### src/rtl/clock_counter.sv
// clock_counter: 12-hour BCD wall clock (hh:mm:ss + AM/PM) advancing one second per enabled cycle
module clock_counter (
    input  logic       clk,
    input  logic       reset,
    input  logic       ena,
    output logic       pm,
    output logic [7:0] hh,
    output logic [7:0] mm,
    output logic [7:0] ss
);
    logic       r_pm;
    logic [7:0] r_hh, r_mm, r_ss;
    logic [7:0] w_ss_nx, w_mm_nx, w_hh_nx;
    logic       w_min_carry, w_hr_carry;

    function automatic logic [7:0] bcd_inc59(input logic [7:0] v);
        return v == 8'h59 ? 8'h00 :
               v[3:0] == 4'd9 ? {v[7:4] + 4'd1, 4'd0} : {v[7:4], v[3:0] + 4'd1};
    endfunction

    always_comb begin
        w_min_carry = ena && r_ss == 8'h59;
        w_hr_carry  = w_min_carry && r_mm == 8'h59;
        w_ss_nx     = bcd_inc59(r_ss);
        w_mm_nx     = bcd_inc59(r_mm);
        w_hh_nx     = r_hh == 8'h12 ? 8'h01 :
                      r_hh == 8'h09 ? 8'h10 : {r_hh[7:4], r_hh[3:0] + 4'd1};
    end

    always_ff @(posedge clk or posedge reset) begin
        if (reset) begin
            r_pm <= 1'b0;
            r_hh <= 8'h12;
            r_mm <= 8'h00;
            r_ss <= 8'h00;
        end else if (ena) begin
            r_ss <= w_ss_nx;
            if (w_min_carry) r_mm <= w_mm_nx;
            if (w_hr_carry) r_hh <= w_hh_nx;
            // the 11 -> 12 hour step is the only point where AM/PM flips
            if (w_hr_carry && r_hh == 8'h11) r_pm <= ~r_pm;
        end
    end

    assign pm = r_pm;
    assign hh = r_hh;
    assign mm = r_mm;
    assign ss = r_ss;
endmodule

### config.mk
export PLATFORM = sky130hd
export DESIGN_NAME = clock_counter
export DESIGN_NICKNAME = d
export VERILOG_FILES = /design/src/rtl/clock_counter.sv
export SDC_FILE = /design/constraint.sdc
export NUM_CORES = 1
export LEC_CHECK = 0
export ABC_AREA = 1
export CAP_MARGIN = 10
export CORE_UTILIZATION = 46
export CTS_CLUSTER_SIZE = 25
export DETAILED_ROUTE_END_ITERATION = 8
export PLACE_DENSITY = 0.88
export SETUP_SLACK_MARGIN = 0.5
export SYNTH_ARGS = -nofsm -noshare
export SYNTH_HDL_FRONTEND = slang
export SYNTH_SLANG_ARGS = --single-unit
### constraint.sdc
create_clock -name clk -period 1.2 [get_ports clk]
set_input_delay 0.24 -clock clk [delete_from_list [all_inputs] [get_ports clk]]
set_output_delay 0.24 -clock clk [all_outputs]
set_load 0.01 [all_outputs]
=== Word-level counts from Yosys, hierarchy flattened ===
Index checks and enable logic that the tools add are counted.

* Eq/ne operators: 7
* Bitwise logic cells: 1
* Reduce and logical (&&, ||, !) cells: 12
* Multiplexer cells: 6
* Add/subtract/negate cells: 5

{| class="wikitable"
|+ Operator list
! kind !! number
|-
| $mux W8 || 6
|-
| $add A4 B1 Y4 const B || 5
|-
| $eq A8 B5 Y1 const B || 2
|-
| $eq A8 B7 Y1 const B || 2
|-
| $eq A4 B4 Y1 const B || 2
|-
| $eq A8 B4 Y1 const B || 1
|-
| $reduce_and A2 Y1 || 4
|-
| $reduce_and A3 Y1 || 2
|-
| $reduce_bool A2 Y1 || 3
|-
| $logic_and A1 B1 Y1 || 3
|-
| $not A1 Y1 || 1
|}

* Logic and storage cells: 38
* Output and inout bits: 25
* Register bits after elaboration: 25
* Input bits: 3

=== Depth between registers and ports, before layout ===
Gate-level depths: netlist of the first run.

* Depth in word-level cells: 5
* Depth in mapped cells: 10

=== Worst setup path after synthesis of the first run ===
No wires, ideal clock.

* Kind: reg-to-reg
* Start point: register r_ss[5], in the netlist ss[5]
* End point: register r_pm, in the netlist pm
* Setup slack: -0.206 ns
* Cell stages (with the launch flop): 11
* Buffers on the path: 1
* Period minus slack after synthesis: 1.406 ns
* Data arrival time: 1.289 ns
* Cells stage by stage: dfrtp_1 -> inv_1 -> ha_1 -> nand2_2 -> nor2_4 -> inv_2 -> nor2_4 -> buf_6 -> nand3_1 -> nand2_1 -> nand2_1

* Word-level cells in the longest chain between the ends: 5

{| class="wikitable"
|+ RTL lines
! element !! RTL line !! source
|-
| start, declared || 12 || <nowiki>logic [7:0] r_hh, r_mm, r_ss;</nowiki>
|-
| start signal, assigned || 37 || <nowiki>r_ss <= w_ss_nx;</nowiki>
|-
| $eq A8 B7 Y1 || 22 || <nowiki>w_min_carry = ena && r_ss == 8'h59;</nowiki>
|-
| $logic_and A1 B1 Y1 || 22 ||
|-
| $logic_and A1 B1 Y1 || 23 || <nowiki>w_hr_carry = w_min_carry && r_mm == 8'h59;</nowiki>
|-
| $logic_and A1 B1 Y1 || 41 || <nowiki>if (w_hr_carry && r_hh == 8'h11) r_pm <= ~r_pm;</nowiki>
|-
| $reduce_and A2 Y1 (no line) || - ||
|-
| end signal, assigned || 41 ||
|-
| end, declared || 11 || <nowiki>logic r_pm;</nowiki>
|}

Every way passes these cells.
A chain may end at the register's enable or synchronous reset.

=== Final worst setup path of the first run ===
* Start point: register r_ss[5], in the netlist ss[5]
* End point: register r_mm[0], in the netlist mm[0]

* Word-level cells in the longest chain between the ends: 3

{| class="wikitable"
|+ RTL lines
! element !! RTL line !! source
|-
| $eq A8 B7 Y1 || 22 ||
|-
| $logic_and A1 B1 Y1 || 22 ||
|-
| $reduce_and A2 Y1 (no line) || - ||
|-
| end signal, assigned || 38 || <nowiki>if (w_min_carry) r_mm <= w_mm_nx;</nowiki>
|-
| end, declared || 12 ||
|}

Every way passes these cells.

==> qor.txt, run 1 <==
Worst-path cell chain: inv_2 > ha_4 > nand2_4 > nor2_4 > inv_2 > nor2_4 > buf_6 > nand3_2 > o21ai_1
Clock slew at reported path FFs: 0.15 ns
Routed length per instance: 22.5 um
Synth Area per Inst: 8.21 um^2
Critical path's largest stage delay: 0.45 ns
DRT Pass-1 Iters: 7
Setup violators final: 30
CTS H-tree depth: 1
Comb power frac: 60.9%
Post-Syn Instances: 168
MaxCap Viol Count: 0
Pleak: 1.31 nW
Place WS: -0.345 ns
Longest Clk Path Bufs: 2
Insertion delay to the later sink of the worst-skew pair: 0.33 ns
Vias per cell: 6.01
Initial core utilization: 49.2%
Period minus WS final: 1.60 ns
Worst Path Max Fanout: 6
CTS tree: done
Worst r2r dst: mm[0]
TritonCTS Sinks: 22
CTS Buf Count: 3
Final Wtd Congestion: 0.856
Reg2reg path depth: 9
Sequential power share: 27.8%
Worst r2r src: ss[5]
PortBufs: 24
Switching Share: 39.0%
Initial antenna violation count: 0
Crit-path slowest cell: dfrtp_1
DR iter-0 viols: 147
Count leader, synth: nand2_1
Distinct cells, synth: 30
# diodes: 0
Post-synth top area share: 36.3%
Area grow syn2layout: 86.4%
Part of the power in the clock network: 11.3%
Mapped Area: 1380 um^2
RSZ-0062 raised after global routing: yes
Slew Viols, Final: 0
Hold crit path type: input pin to asynchronous set/reset pin
Core area: 2810 um^2
Failing checks: DRC, setup timing
Switching power: 1.35 mW
Sequential area share after synthesis: 40.1%
Synthesized flop and latch total: 22
Commonest cells in the netlist: nand2_1, dfrtp_1, inv_1, nand3_1
Post-route ant nets: 0
Global-route wire length before repair: 7940 um
Total negative slack: -7.09 ns
Share of cells above drive strength 1: 62.2%
YS warnings: 0
CP required: 1.45 ns
VDD IR max: 1.39 mV
FMAX: 627 MHz
# DRC: 4
Largest net degree at the start of global routing: 15
Design internal power: 2.10 mW
Via count: 1792
Power Density: 1340 nW/um^2
Die area: 3220 um^2
Setup crit start: ss[5]
Filler cells: 100
Post-layout util: 91.7%
Gr usage total: 32.6%
Setup CP Type: flop to flop
Clock Skew: 0.0173 ns
Period utilization: 133%
CP Launch Type: flop
Root Driver: clkbuf_4
Ys async rst share: 100%
NumNets Final: 282
Ys flop type: dfrtp_1
CTS Hold Bufs: 0
Setup crit end kind: flop
Ports: 28
Std-Cell Rows: 19
R2R setup slack: -0.40 ns
Die Ht: 56.8 um
Setup slack after layout: -0.395 ns
CP Data Arrival Time: 1.84 ns
Routed wire length: 6710 um
Final hold viol count: 0
Vias in the first global route: 1679
Post-synth top area cell: dfrtp_1
Post-synth EDFFs: 0
DP HPWL: 2460 um
Status: complete, but fails checks
DIE WIDTH: 56.8 um
Ranking of synthesized cells by area: dfrtp_1, nand2_1, ha_1, nand3_1, inv_1
Total gr overflow: 0
[critical path, delay by kind of cell (launching register included)]
kind,cells,cell delay (ns)
AOI/OAI and AO/OA,1,0.08
adders and majority gates,1,0.15
buffers and inverters,3,0.38
DFF,1,0.45
and+or+nand+nor,4,0.46
[power by group through the flow]
| stage | clock, mW | combinational (mW) | sequential, mW |
|---|---|---|---|
| 2_1_floorplan | 0 | 0.332 | 1.03 |
| 3_3_place_gp | 0 | 0.900 | 0.956 |
| 3_5_place_dp | 0 | 0.926 | 0.961 |
| 4_1_cts | 0.367 | 1.57 | 0.928 |
| 5_1_grt | 0.401 | 2.16 | 0.960 |
| 6_report | 0.388 | 2.10 | 0.959 |
[sequential cells by signal, summed over array words and instances, names as in the netlist]
name	flops
hh	5
mm	8
pm	1
ss	8
[final cells by class]
cell class	instances	area, um^2	area share [%]
Clock buffer	4	26.3	1.02
Inverter	21	83.8	3.26
Multi-Input combinational cell	122	1020	39.5
Sequential cell	22	556	21.6
Tap cell	31	38.8	1.51
Timing Repair Buffer	98	851	33.1
[through the flow]
| step | power [mW] | hold slack [ns] | cells | cell area, um^2 |
|---|---|---|---|---|
| 3_5_place_dp | 1.89 | 0.501 | 262 | 1960 |
| 4_1_cts | 2.86 | 0.199 | 289 | 2360 |
| 2_1_floorplan | 1.37 | 0.228 | 170 | 1400 |
| 5_1_grt | 3.52 | 0.256 | 298 | 2570 |
| 3_3_place_gp | 1.86 | 0.484 | 262 | 1960 |
| 6_report | 3.45 | 0.221 | 298 | 2570 |
[placed cells by master, fill, tap and decap left out, types with 3 or more instances in the layout]
master	instances
nor2_1	7
inv_2	7
nand3_2	5
conb_1	3
nand4_1	5
o21ai_1	7
inv_1	12
ha_4	4
buf_4	45
buf_2	13
ha_1	4
o21ai_2	4
nor2_4	7
ha_2	3
clkbuf_4	3
nand2_1	25
buf_6	38
xor2_1	3
nand2_4	8
nand3_1	10
dfrtp_1	18
nand2_2	9
[worst max path at each step]
stage	end
2_1_floorplan	pm
3_3_place_gp	mm[7]
3_5_place_dp	mm[7]
4_1_cts	hh[1]
5_1_grt	mm[0]
6_report	mm[0]
[what timing repair did]
action,CTS,global route
gates resized for setup,174,34
setup buffers,23,9
pin swaps,29,7
endpoints found under the hold margin,0,0
setup endpoints to repair,44,44
[kinds of logic (layout without fill, tap and decap cells)]
family | count (synthesis) | count (layout) | synth area share [%]
AND/OR/NAND/NOR | 85 | 85 | 30.6
buffers and inverters | 26 | 123 | 8.52
flip-flops | 22 | 22 | 40.1
AO/OA/AOI/OAI | 18 | 18 | 7.43
adder cells (fa/ha/maj) | 11 | 11 | 9.97
XOR/XNOR | 5 | 5 | 3.17
other | 1 | 3 | 0.272
[metal layers]
layer	wire, um	global-route usage (%)
met5	0	0
met3	547	4.38
met4	427	18.1
met1	2490	38.9
met2	3250	56.1
(Power assumes the default switching activity.)
==> run 2, diff against run 1 <==
--- a/config.mk
+++ b/config.mk
@@ -10,7 +10,9 @@
 export CORE_UTILIZATION = 46
 export CTS_CLUSTER_SIZE = 25
 export DETAILED_ROUTE_END_ITERATION = 8
+export HOLD_SLACK_MARGIN = 0.12
 export PLACE_DENSITY = 0.88
+export RECOVER_POWER = 25
 export SETUP_SLACK_MARGIN = 0.5
 export SYNTH_ARGS = -nofsm -noshare
 export SYNTH_HDL_FRONTEND = slang
==> run 2 against run 1 <==
Effect of this change:
- first-iteration DRC count is 0.68% lower
- final cell count is the same
- fmax up 0.18%
- the flow still finishes with violations (DRC, setup timing)
- core utilization down 0.13 points
- critical endpoint is now hh[0]
- sequential share of layout area barely moved
- critical path depth unchanged
- global-route usage unchanged
- clock-buffer cell count is the same
==> qor.txt, run 2 (synthesized netlist as in run 1, its figures left out) <==
Status: complete, but fails checks
Failing checks: DRC, setup timing
Sequential power share: 27.7%
FMAX: 628 MHz
MaxCap Viol Count: 0
CTS Buf Count: 3
Vias per cell: 5.98
Initial core utilization: 49.2%
RSZ-0062 raised after global routing: yes
Pleak: 1.31 nW
DP HPWL: 2460 um
Insertion delay to the later sink of the worst-skew pair: 0.34 ns
# diodes: 0
CP required: 1.42 ns
Gr usage total: 32.6%
CP top delay family: simple AND/OR/NAND/NOR gates
Clock Skew: 0.0253 ns
Slew Viols, Final: 0
Share of cells above drive strength 1: 61.8%
Global-route wire length before repair: 7940 um
Final Wtd Congestion: 0.856
Total negative slack: -7.11 ns
Final hold viol count: 0
Setup slack after layout: -0.392 ns
Design internal power: 2.10 mW
TritonCTS Sinks: 22
Die area: 3220 um^2
Initial antenna violation count: 0
NumNets Final: 282
DR iter-0 viols: 146
Root Driver: clkbuf_4
Comb power frac: 60.7%
Commonest non-fill, non-tap cells in the layout: buf_4, buf_6, nand2_1, dfrtp_1, buf_2
Routed length per instance: 22.5 um
Largest net degree at the start of global routing: 15
Total gr overflow: 0
Post-Layout Cell Count: 298
Period minus WS final: 1.59 ns
CP Launch Type: flop
DRT Pass-1 Iters: 7
Switching power: 1.35 mW
Levels on crit path: 9
Post-route ant nets: 0
CP Data Arrival Time: 1.81 ns
Vias in the first global route: 1679
Switching Share: 39.2%
Setup violators final: 31
Period utilization: 133%
CTS H-tree depth: 1
CTS tree: done
# DRC: 4
Die Ht: 56.8 um
Setup CP Type: flop to flop
Core area: 2810 um^2
CP most frequent cell: nand2_1
Ports: 28
Hold crit path type: input pin to asynchronous set/reset pin
Longest Clk Path Bufs: 2
Part of the power in the clock network: 11.6%
Crit-path slowest cell: dfrtp_1
Critical path's largest stage delay: 0.40 ns
Power Density: 1340 nW/um^2
Via count: 1783
Routed wire length: 6690 um
Area grow syn2layout: 86.1%
VDD IR max: 1.40 mV
Reg2reg path depth: 9
PortBufs: 24
WP buf/inv: 2
Clock slew at reported path FFs: 0.16 ns
DIE WIDTH: 56.8 um
Worst-path cell chain: buf_4 > ha_2 > nand2_1 > inv_1 > nand2_2 > nand2_1 > nand2_1 > nand2_1 > nand2_1
Worst Path Max Fanout: 4
Most common cell after layout, fill and taps aside: buf_4
Std-Cell Rows: 19
Setup crit end kind: flop
Placed insts: 262
CTS Hold Bufs: 0
## run 2: final timing paths
check,to,slack (ns),from
hold reg to reg,pm,0.64,pm
max in group asynchronous,hh[4],0.37,reset
hold / removal,ss[4],0.36,reset
min in group clk,pm,0.64,pm
setup / recovery,hh[0],-0.39,hh[0]
setup reg to reg,hh[0],-0.39,hh[0]
## run 2: routing by layer
metal | up-vias | wire length, um | track usage, %
met1 | 848 | 2470 | 38.9
met3 | 43 | 546 | 4.38
li1 | 743 | - | -
met4 | 0 | 432 | 18.1
met5 | - | 0 | 0
met2 | 149 | 3240 | 56.1
## run 2: power groups by stage
| stage | logic, mW | registers, mW | clock network (mW) |
|---|---|---|---|
| global route | 2.16 | 0.960 | 0.401 |
| floorplan | 0.332 | 1.03 | 0 |
| CTS | 1.57 | 0.928 | 0.367 |
| finish | 2.10 | 0.958 | 0.399 |
| global placement | 0.900 | 0.956 | 0 |
| detailed placement | 0.926 | 0.961 | 0 |
## run 2: metrics by stage
stage / worst slack [ns] / power (mW) / hold WS [ns] / utilization, % / cell area [um^2]
after floorplan: -0.203 / 1.37 / 0.228 / - / 1400
after global placement: -0.263 / 1.86 / 0.484 / 69.7 / 1960
after detailed placement: -0.345 / 1.89 / 0.501 / 69.7 / 1960
after CTS: -0.168 / 2.86 / 0.199 / 84.2 / 2360
after global routing: -0.408 / 3.52 / 0.408 / 91.6 / 2570
final: -0.392 / 3.45 / 0.359 / 91.6 / 2570
## run 2: worst reg2reg max path: stages, from the launching register on
cell and delay (ns):
dfrtp_1 0.40, buf_4 0.16, ha_2 0.21, nand2_1 0.11, inv_1 0.14, nand2_2 0.12
nand2_1 0.12, nand2_1 0.09, nand2_1 0.10, nand2_1 0.05
## run 2: layout make-up
type	count	area, um^2
Inverter	21	83.8
Tap cell	31	38.8
Fill cell	102	236
Multi-Input combinational cell	122	1020
Clock buffer	4	26.3
Sequential cell	22	556
Timing Repair Buffer	98	847
## run 2: timing repair
| item | in CTS | in global routing |
|---|---|---|
| endpoints found under the setup margin | 44 | 44 |
| setup buffers | 23 | 9 |
| pin swaps | 29 | 7 |
| resized for setup | 174 | 34 |
==> run 3, diff against run 2 <==
--- a/config.mk
+++ b/config.mk
@@ -6,7 +6,9 @@
 export NUM_CORES = 1
 export LEC_CHECK = 0
 export ABC_AREA = 1
-export CAP_MARGIN = 10
+export ABC_CLOCK_PERIOD_IN_PS = 1200
+export CAP_MARGIN = 5
+export CORE_MARGIN = 2
 export CORE_UTILIZATION = 46
 export CTS_CLUSTER_SIZE = 25
 export DETAILED_ROUTE_END_ITERATION = 8
==> run 3 against run 2 <==
Effect of this change:
- critical path type unchanged
- the run still ends with DRC, setup timing left
- clock-buffer cell count stayed put
- global-route usage is 1.1 points lower
- register-to-register slack hardly changed
- largest power group unchanged
- critical endpoint is now hh[2]
- total power is 3.5% lower
- die area is 7.2% higher
- routed wire length is 12% lower
==> qor.txt, run 3 (synthesized netlist as in run 1, its figures left out) <==
Status: complete, but fails checks
Failing checks: DRC, setup timing
Most common cell after layout, fill and taps aside: buf_4
Setup violators final: 30
Slew Viols, Final: 0
Post-route ant nets: 0
TritonCTS Sinks: 22
FMAX: 624 MHz
CTS Buf Count: 3
Hold crit path type: input pin to asynchronous set/reset pin
Period minus WS final: 1.60 ns
Total gr overflow: 0
Setup CP Type: flop to flop
# diodes: 0
# DRC: 2
Setup crit end kind: flop
Initial core utilization: 49.2%
Setup slack after layout: -0.403 ns
Filler cells: 132
DIE WIDTH: 58.8 um
Power Density: 1330 nW/um^2
Final hold viol count: 0
CP Data Arrival Time: 1.81 ns
DR iter-0 viols: 168
Pwr Total: 3.33 mW
Pleak: 1.29 nW
Clock slew at reported path FFs: 0.14 ns
Die Ht: 58.8 um
Share of cells above drive strength 1: 58.0%
Commonest non-fill, non-tap cells in the layout: buf_4, buf_6, nand2_1, dfrtp_1, inv_1
Die area: 3450 um^2
Insertion delay to the later sink of the worst-skew pair: 0.33 ns
Post-layout util: 89.3%
Core area: 2810 um^2
MaxCap Viol Count: 0
DP HPWL: 2460 um
Placed insts: 258
Worst Path Max Fanout: 7
Longest Clk Path Bufs: 2
Worst-margin pin slew: 0.619 ns
Root Driver: clkbuf_4
CP Launch Type: flop
Routed length per instance: 20.0 um
Ports: 28
Initial antenna violation count: 0
Final Wtd Congestion: 0.867
CP required: 1.41 ns
Std-Cell Rows: 19
CTS tree: done
Via count: 1704
Routed wire length: 5900 um
Area grow syn2layout: 81.5%
Gr usage total: 31.5%
Clock Skew: 0.00921 ns
Final instance area: 2500 um^2
Dpl cell area: 1940 um^2
VDD IR max: 1.49 mV
Vias in the first global route: 1698
Period utilization: 134%
Vias per cell: 5.78
Post-Layout Cell Count: 295
CTS H-tree depth: 1
CTS Hold Bufs: 0
RSZ-0062 raised after global routing: yes
Slew HR: 58.7%
Global-route wire length before repair: 8130 um
PortBufs: 24
NumNets Final: 279
DRT Pass-1 Iters: 6
Largest net degree at the start of global routing: 23
## run 3: worst max-delay path: stages (launching register included)
cell,delay (ns)
dfrtp_1,0.42
inv_1,0.08
ha_2,0.17
nand2_2,0.06
nor2_4,0.15
inv_2,0.08
nor2_4,0.19
nand2_4,0.11
nand2_1,0.11
o21ai_1,0.12
## run 3: report_power, final
group          internal [mW]  total (mW)  switching (mW)
combinational           1.02        1.94           0.921
clock                  0.186       0.445           0.259
sequential             0.847       0.948           0.101
## run 3: final timing paths
kind | startpoint | end | slack (ns) | cells past startpoint
max | ss[5] | hh[2] | -0.40 | 9
min in group clk | mm[7] | mm[7] | 0.63 | 3
min reg2reg | mm[7] | mm[7] | 0.63 | 3
max reg2reg | ss[5] | hh[2] | -0.40 | 9
max in group asynchronous | reset | mm[2] | 0.27 | 3
min | reset | hh[0] | 0.49 | 3
## run 3: area by class of cell
| cell class | count | area, um^2 | share of cell area, % |
|---|---|---|---|
| clock buffer | 4 | 36.3 | 1.45 |
| inverter | 21 | 83.8 | 3.35 |
| multi-input combinational | 122 | 981 | 39.2 |
| sequential | 22 | 556 | 22.2 |
| tap | 31 | 38.8 | 1.55 |
| timing repair buffer | 95 | 810 | 32.3 |
## run 3: routing by layer
metal  track usage (%)  routed length, um
met1              36.3               2110
met5                 0                  0
met4              11.0                269
met2              58.1               3090
met3              5.05                434
## run 3: stage by stage
step                      worst slack (ns)  TNS (ns)  hold slack [ns]
after CTS                           -0.196     -2.75            0.221
after global routing                -0.508     -7.52            0.563
after detailed placement            -0.328     -5.73            0.509
after global placement              -0.275     -4.89            0.486
after floorplan                     -0.203     -2.38            0.228
final                               -0.403     -5.77            0.492
## run 3: what timing repair did
item / CTS / global route
pin swaps: 25 / 15
endpoints found under the setup margin: 44 / 44
resized for setup: 164 / 27
buffers inserted: 24 / 9
